`src/rtl/coresub_sramwait_pkg.sv`:
```
// Shared types and widths for the SRAM wait-state sequencer.
package coresub_sram_pkg;

  typedef enum logic [1:0] {
    IDLE   = 2'd0,
    ACCESS = 2'd1,
    RESP   = 2'd2
  } sramwait_st_e;

  localparam int WAITCYC_W = 2;
  localparam int ERRCNT_W  = 8;

endpackage

```
`src/rtl/coresub_sramwait_satcnt.sv`:
```
// Generic saturating up-counter with synchronous clear; clear+increment yields 1.
module coresub_satcnt #(
  parameter int W = 8
) (
  input  logic         clk,
  input  logic         rst_n,
  input  logic         clr,
  input  logic         inc,
  output logic [W-1:0] cnt
);

  logic [W-1:0] cnt_q, cnt_d;

  always_comb begin
    cnt_d = cnt_q;
    if (clr && inc) begin
      cnt_d = W'(1);
    end else if (clr) begin
      cnt_d = '0;
    end else if (inc && (cnt_q != {W{1'b1}})) begin
      cnt_d = cnt_q + W'(1);
    end
  end

  always_ff @(posedge clk or negedge rst_n) begin
    if (!rst_n) begin
      cnt_q <= '0;
    end else begin
      cnt_q <= cnt_d;
    end
  end

  assign cnt = cnt_q;

endmodule

```
`src/rtl/coresub_sramwait.sv`:
```
// Wait-state sequencer between a bus request port and a single-port SRAM macro.
// Optional saturating error counter enabled by defining SRAMWAIT_ERRCNT_EN.
module coresub_sramwait
  import coresub_sram_pkg::*;
#(
  parameter int AW = 16,
  parameter int DW = 32
) (
  input  logic                 clk,
  input  logic                 resetn,
  input  logic [WAITCYC_W-1:0] waitcyc,
  input  logic                 req_valid,
  output logic                 req_ready,
  input  logic                 req_write,
  input  logic [AW-1:0]        req_addr,
  input  logic [DW-1:0]        req_wdata,
  input  logic [DW/8-1:0]      req_wmask,
  output logic                 rsp_valid,
  output logic [DW-1:0]        rsp_rdata,
  output logic                 rsp_err,
  output logic                 sram_ce,
  output logic                 sram_we,
  output logic [AW-1:0]        sram_addr,
  output logic [DW-1:0]        sram_wdata,
  output logic [DW/8-1:0]      sram_wmask,
  input  logic [DW-1:0]        sram_rdata,
  input  logic                 sram_err,
  input  logic                 errclr,
  output logic                 bankerr,
  output logic [ERRCNT_W-1:0]  errcnt
);

  localparam logic [WAITCYC_W-1:0] WC_ONE = 1;

  sramwait_st_e          state_q, state_d;
  logic [WAITCYC_W-1:0]  cnt_q, cnt_d;
  logic                  ready_q, ready_d;
  logic                  ce_q, ce_d;
  logic                  we_q, we_d;
  logic                  write_q, write_d;
  logic [AW-1:0]         addr_q, addr_d;
  logic [DW-1:0]         wdata_q, wdata_d;
  logic [DW/8-1:0]       wmask_q, wmask_d;
  logic                  bankerr_q, bankerr_d;
  logic                  accept;
  logic                  err_set;

  assign accept  = req_valid & ready_q;
  assign err_set = (state_q == RESP) & ~write_q & sram_err;

  always_comb begin
    state_d = state_q;
    cnt_d   = cnt_q;
    write_d = write_q;
    addr_d  = addr_q;
    wdata_d = wdata_q;
    wmask_d = wmask_q;
    case (state_q)
      IDLE: ;
      ACCESS: begin
        if (cnt_q == '0) begin
          state_d = RESP;
        end else begin
          cnt_d = cnt_q - WC_ONE;
        end
      end
      RESP:    state_d = IDLE;
      default: state_d = IDLE;
    endcase
    // ready_q is low in ACCESS, so an accept only ever lands in IDLE or RESP
    if (accept) begin
      state_d = ACCESS;
      cnt_d   = waitcyc;
      write_d = req_write;
      addr_d  = req_addr;
      wdata_d = req_wdata;
      wmask_d = req_wmask;
    end
    ce_d      = (state_d == ACCESS);
    we_d      = ce_d & write_d;
    ready_d   = (state_d != ACCESS);
    bankerr_d = err_set | (bankerr_q & ~errclr);
  end

  always_ff @(posedge clk or negedge resetn) begin
    if (!resetn) begin
      state_q   <= IDLE;
      cnt_q     <= '0;
      ready_q   <= 1'b0;
      ce_q      <= 1'b0;
      we_q      <= 1'b0;
      write_q   <= 1'b0;
      addr_q    <= '0;
      wdata_q   <= '0;
      wmask_q   <= '0;
      bankerr_q <= 1'b0;
    end else begin
      state_q   <= state_d;
      cnt_q     <= cnt_d;
      ready_q   <= ready_d;
      ce_q      <= ce_d;
      we_q      <= we_d;
      write_q   <= write_d;
      addr_q    <= addr_d;
      wdata_q   <= wdata_d;
      wmask_q   <= wmask_d;
      bankerr_q <= bankerr_d;
    end
  end

  assign req_ready  = ready_q;
  assign rsp_valid  = (state_q == RESP);
  assign rsp_rdata  = (rsp_valid && !write_q) ? sram_rdata : '0;
  assign rsp_err    = rsp_valid & sram_err;
  assign sram_ce    = ce_q;
  assign sram_we    = we_q;
  assign sram_addr  = addr_q;
  assign sram_wdata = wdata_q;
  assign sram_wmask = wmask_q;
  assign bankerr    = bankerr_q;

`ifdef SRAMWAIT_ERRCNT_EN
  coresub_satcnt #(
    .W (ERRCNT_W)
  ) u_errcnt (
    .clk   (clk),
    .rst_n (resetn),
    .clr   (errclr),
    .inc   (err_set),
    .cnt   (errcnt)
  );
`else
  assign errcnt = '0;
`endif

endmodule

```
`config.mk`:
```
export PLATFORM = sky130hd
export DESIGN_NAME = coresub_sramwait
export DESIGN_NICKNAME = d
export VERILOG_FILES = /design/src/rtl/coresub_sramwait_pkg.sv /design/src/rtl/coresub_sramwait_satcnt.sv /design/src/rtl/coresub_sramwait.sv
export SDC_FILE = /design/constraint.sdc
export NUM_CORES = 1
export LEC_CHECK = 0
export CAP_MARGIN = 20
export CORE_UTILIZATION = 32
export CTS_CLUSTER_DIAMETER = 40
export DETAILED_ROUTE_END_ITERATION = 16
export PLACE_DENSITY_LB_ADDON = 0.05
export RECOVER_POWER = 25
export SLEW_MARGIN = 20
export SYNTH_ARGS = -nofsm -noshare
export SYNTH_HDL_FRONTEND = slang
export SYNTH_HIERARCHICAL = 1
export SYNTH_SLANG_ARGS = --single-unit
```
`constraint.sdc`:
```
create_clock -name clk -period 1.35 [get_ports clk]
set_input_delay 0.405 -clock clk [delete_from_list [all_inputs] [get_ports clk]]
set_output_delay 0.405 -clock clk [all_outputs]
set_load 0.05 [all_outputs]
```
* After elaboration in Yosys (flattened, before gate mapping)
Cells that the tools add are included.
** Cells by class
- Add/subtract/negate cells :: 1
- Eq/ne operators :: 5
- Muxes and demuxes :: 8
- Bitwise logic cells :: 9
- Reductions and logical operators :: 6
** Operator list (number)
- $mux W32 :: 1
- $mux W2 :: 5
- $and A1 B1 Y1 :: 6
- $eq A2 B1 Y1 const B :: 2
- $logic_not A2 Y1 :: 2
- $pmux W2 S2 :: 1
- $eq A2 B2 Y1 const B :: 1
- $ne A2 B1 Y1 const B :: 1
- $ne A2 B2 Y1 const B :: 1
- $not A1 Y1 :: 2
- $reduce_and A2 Y1 :: 1
- $reduce_bool A2 Y1 :: 1
- $sub A2 B1 Y2 const B :: 1
- $logic_and A1 B1 Y1 :: 1
- $logic_not A1 Y1 :: 1
- $mux W1 :: 1
- $or A1 B1 Y1 :: 1
** Storage, ports and cells
- Register bits after elaboration :: 61
- Bits of input ports :: 92
- Output and inout bits :: 98
- Logic and storage cells :: 39

* Logic depth before layout (Yosys ltp)
- Word-level depth :: 6
- Mapped depth :: 6
- Depth with buffers taken out :: 6

* Least setup slack after synthesis
OpenSTA, ideal clock, no wires.
- Path type :: reg2out
- Start :: reg state_q[0]
- End :: out rsp_err
- Arrival :: 1660 ps
- Data required time :: 945 ps
- Slack :: -715 ps
- Stages on the path, launching flop included :: 3
- Path buffers :: 0
- Path through :: dfrtp_1 > nor2b_1 > and2_1
** Between the ends
- Word-level cells in the longest chain between the ends :: 2
** RTL lines
- start, declared :: line coresub_sramwait.sv:35 : sramwait_st_e state_q, state_d;
- start signal, assigned :: line coresub_sramwait.sv:98 : state_q <= state_d;
- $eq A2 B2 Y1 :: line coresub_sramwait.sv:112 : assign rsp_valid = (state_q == RESP);
- via rsp_valid :: line coresub_sramwait.sv:18 : output logic rsp_valid,
- $and A1 B1 Y1 :: line coresub_sramwait.sv:114 : assign rsp_err = rsp_valid & sram_err;
- end, declared :: line coresub_sramwait.sv:20 : output logic rsp_err,
The timed path passes the listed nets, and every way through them passes these cells.

* Final worst setup path
- Start :: reg write_q
- End :: out rsp_rdata[7]
** Between the ends
- Word-level cells in the longest chain between the ends :: 3
** RTL lines
- start, declared :: line coresub_sramwait.sv:40 : logic write_q, write_d;
- start signal, assigned :: line coresub_sramwait.sv:103 : write_q <= write_d;
- $logic_not A1 Y1 :: line coresub_sramwait.sv:113 : assign rsp_rdata = (rsp_valid && !write_q) ? sram_rdata : '0;
- $logic_and A1 B1 Y1 :: line coresub_sramwait.sv:113
- $mux W32 :: line coresub_sramwait.sv:113
- end, declared :: line coresub_sramwait.sv:19 : output logic [DW-1:0] rsp_rdata,
Every way passes these cells.

==> summary.md <==
| Metric | Value |
|---|---|
| Hpwl dp | 6.09 mm |
| CP required | between 900 and 1000 ps |
| Overall Power | approximately 16 mW |
| CTS tree | yes |
| RSZ-0062 raised after global routing | yes |
| Number of global-route vias before repair | around 2400 |
| Core area | roughly 8300 µm² |
| Startpoint Class | register |
| Synth Register Bits | 61 |
| Die Span Y | between 90 and 100 µm |
| Slew Viols, Final | 0 |
| Number of buffers created by CTS | 9 |
| CP Cell Sequence | nor3b_4 -> buf_6 -> buf_6 -> and2_4 -> buf_12 |
| Most common cell on crit path | buf_6 |
| Worst hold path class | input pin to asynchronous set/reset pin |
| PwrDens | 2570 nW/µm² |
| Layout Skew | 10.2 ps |
| Initial antenna violation count | 0 |
| Layout cells sized above 1 | between 50 and 60% |
| WL final | approximately 8.3 mm |
| Leakage | just under 3 nW |
| YS warnings | 6 |
| Register area share after synthesis | about 54% |
| CTS root buf | clkbuf_8 |
| Final period utilization | 144% |
| # diodes | 0 |
| Final instance area | roughly 6400 µm² |
| Largest net degree at the start of global routing | 26 |
| Avg WL per Cell | between 15 and 20 µm |
| Number of max-cap violations | 0 |
| Clock-pin slew on the worst setup and hold paths | ~80 ps |
| First-pass GRT wire length | around 12 mm |
| Buf+Inv Stages, Crit Path | 3 |
| Post-layout min period | ~2000 ps |
| Area post-placement | between 5000 and 6000 µm² |
| Die width | ~96 µm |
| Peak Freq | around 0.51 GHz |
| DRT iter0 DRCs | 44 |
| Cell row count | 33 |
| Synth Instances | ~190 |
| Post-Syn Area | approximately 2800 µm² |
| WS Path Type | register to output pin |
| Routed vias | 2274 |
| Setup violators final | 35 |
| Number of remaining DRC errors | 0 |
| GRT overflow | 0 |
| Drt pass-1 iters | 3 |
| RePlAce Congestion | ~0.74 |
| Die area | a little over 9000 µm² |
| Initial Util | 33.7% |
| Total global-route track usage | approximately 18% |
| CP max FO | 8 |
| Nets | 508 |
| Status | complete, but fails checks |
| H-tree levels | 3 |
| Io pins | between 150 and 200 |
| Worst path top cell family by delay | buffers and inverters |
| Largest stage delay, worst path | about 410 ps |
| Worst vdd ir | between 2 and 2.5 mV |
| Post-DRT Antenna Nets | 0 |
| Min setup slack post-route | -598 ps |
| Crit path DAT | around 1500 ps |
| Hold Vio Cnt, Final | 0 |
| Netlist cell types | 25 |
| Max Buffers Root-to-Sink | 2 |
| Avg Inst Size Synth | between 10 and 15 µm² |
| Layout area overhead | 126% |
| Clock Latency Late Sink | about 330 ps |
| CTS sink cnt | between 60 and 70 |
| CP max-delay cell | dfrtp_1 |
| Failing checks | setup timing |
| Crit end category | output pin |
| Vias per inst | between 4 and 5 |
| Port bufs | about 180 |
==> metal layers <==
layer	GRT usage, %	wire length, µm	part of all wire, %	vias to the layer above
met5	0	0	0	-
met4	7.34	121	1.5	0
met3	5.29	596	7.2	13
met2	32.1	4440	54	89
met1	20.3	3100	37	1108
li1	-	-	-	1064
==> metrics by stage <==
| stage | utilization [%] | worst slack (ps) | hold slack, ps | cells | setup TNS, ps |
|---|---|---|---|---|---|
| CTS | 74.9 | -587 | 523 | 510 | -19230 |
| global route | 76.2 | -655 | 571 | 525 | -21700 |
| detailed placement | 69.9 | -442 | 343 | 482 | -30210 |
| global placement | 69.9 | -436 | 345 | 482 | -30050 |
| finish | 76.2 | -598 | 550 | 525 | -19460 |
| floorplan | - | -159 | 109 | 195 | -9360 |
==> repair_timing <==
| action | in CTS | in global routing |
|---|---|---|
| gates cloned | 3 | 2 |
| hold buffers | 1 | 0 |
| endpoints found under the hold margin | 10 | 0 |
| setup buffers | 8 | 16 |
| resized for setup | 12 | 16 |
| pin swaps | 8 | 5 |
| setup endpoints to repair | 89 | 62 |
==> logic make-up after synthesis <==
family | synth area share (%)
other | 0.133
muxes | 28.3
xor gates and xnor gates | 0.311
and+or+nand+nor | 10.3
buffers and inverters | 5.74
DFF | 54.3
adders and majority gates | 0.445
AOI/OAI and AO/OA | 0.533
==> report_power, final <==
part	switching (mW)	internal, mW	leakage, nW
combinational	4.83	5.96	2.06
clock	0.738	1.04	0.106
sequential	1.01	2.76	0.719
total	6.58	9.76	2.88
==> cell usage in the layout (no fill, tap or decap) <==
cell	instances
dlygate4sd2_1	1
bufbuf_16	1
ha_4	1
inv_2	3
conb_1	8
a21oi_1	1
nor2_1	1
buf_2	1
nor3b_4	2
o21ai_0	1
dlygate4sd3_1	1
nor2b_4	1
buf_16	1
buf_12	95
buf_8	1
and2_4	34
clkinvlp_4	2
dfrtp_2	1
nand2_1	2
and2_1	1
clkbuf_8	9
nor2_2	1
buf_4	26
clkinv_4	1
bufinv_16	2
o21ai_1	1
mux2_4	51
clkbuf_2	1
nand3_1	1
clkinv_2	1
nor3b_1	1
xnor2_2	1
buf_6	7
dfrtp_1	60
clkdlybuf4s50_1	89
inv_1	2
nand2b_1	1
clkbuf_1	2
inv_6	1
mux2_2	3
==> cell usage after synthesis <==
master	count	area share (%)
buf_4	8	2.1
inv_1	4	0.53
o21ai_0	1	0.18
nand3_1	1	0.18
inv_2	1	0.13
and2_4	1	0.31
dfrtp_1	61	54
nand2b_1	1	0.22
buf_6	6	2.4
and2_1	34	7.6
nor2_2	1	0.22
nand2_1	2	0.27
buf_2	3	0.53
mux2_4	50	27
nor3b_1	1	0.27
xnor2_1	1	0.31
ha_1	1	0.44
nor2_1	1	0.13
nor2b_1	1	0.22
a21oi_1	1	0.18
mux2_2	3	1.2
mux2_1	1	0.40
nor3b_2	2	0.89
o21ai_1	1	0.18
conb_1	1	0.13
==> worst paths after layout <==
kind                                     start              to  slack [ps]  cells past startpoint
worst max-delay path                   write_q    rsp_rdata[7]        -600                      5
worst min register to register  sram_wdata[18]  sram_wdata[18]         580                      1
worst min-delay path                    resetn  sram_wdata[10]         550                      2
min in group clk                sram_wdata[18]  sram_wdata[18]         580                      1
worst max register to register        cnt_q[1]        cnt_q[1]          30                      6
max in group asynchronous               resetn  sram_wdata[22]         120                      3
==> area by class of cell <==
class,instances,area [µm²]
clock buffers,9,124
clock inverters,7,97.6
fillers,514,1990
inverters,5,18.8
multi-input cells,112,1280
flip-flops and latches,61,1530
well taps,105,131
repair buffers,226,3180
==> sequential cells by signal, summed over array words and instances, names as in the netlist <==
| signal | count |
|---|---|
| sram_we | 1 |
| bankerr | 1 |
| sram_wdata | 32 |
| state_q | 2 |
| sram_addr | 16 |
| sram_wmask | 4 |
| sram_ce | 1 |
| cnt_q | 2 |
| req_ready | 1 |
| write_q | 1 |
Power figures use the tool's default switching activity.
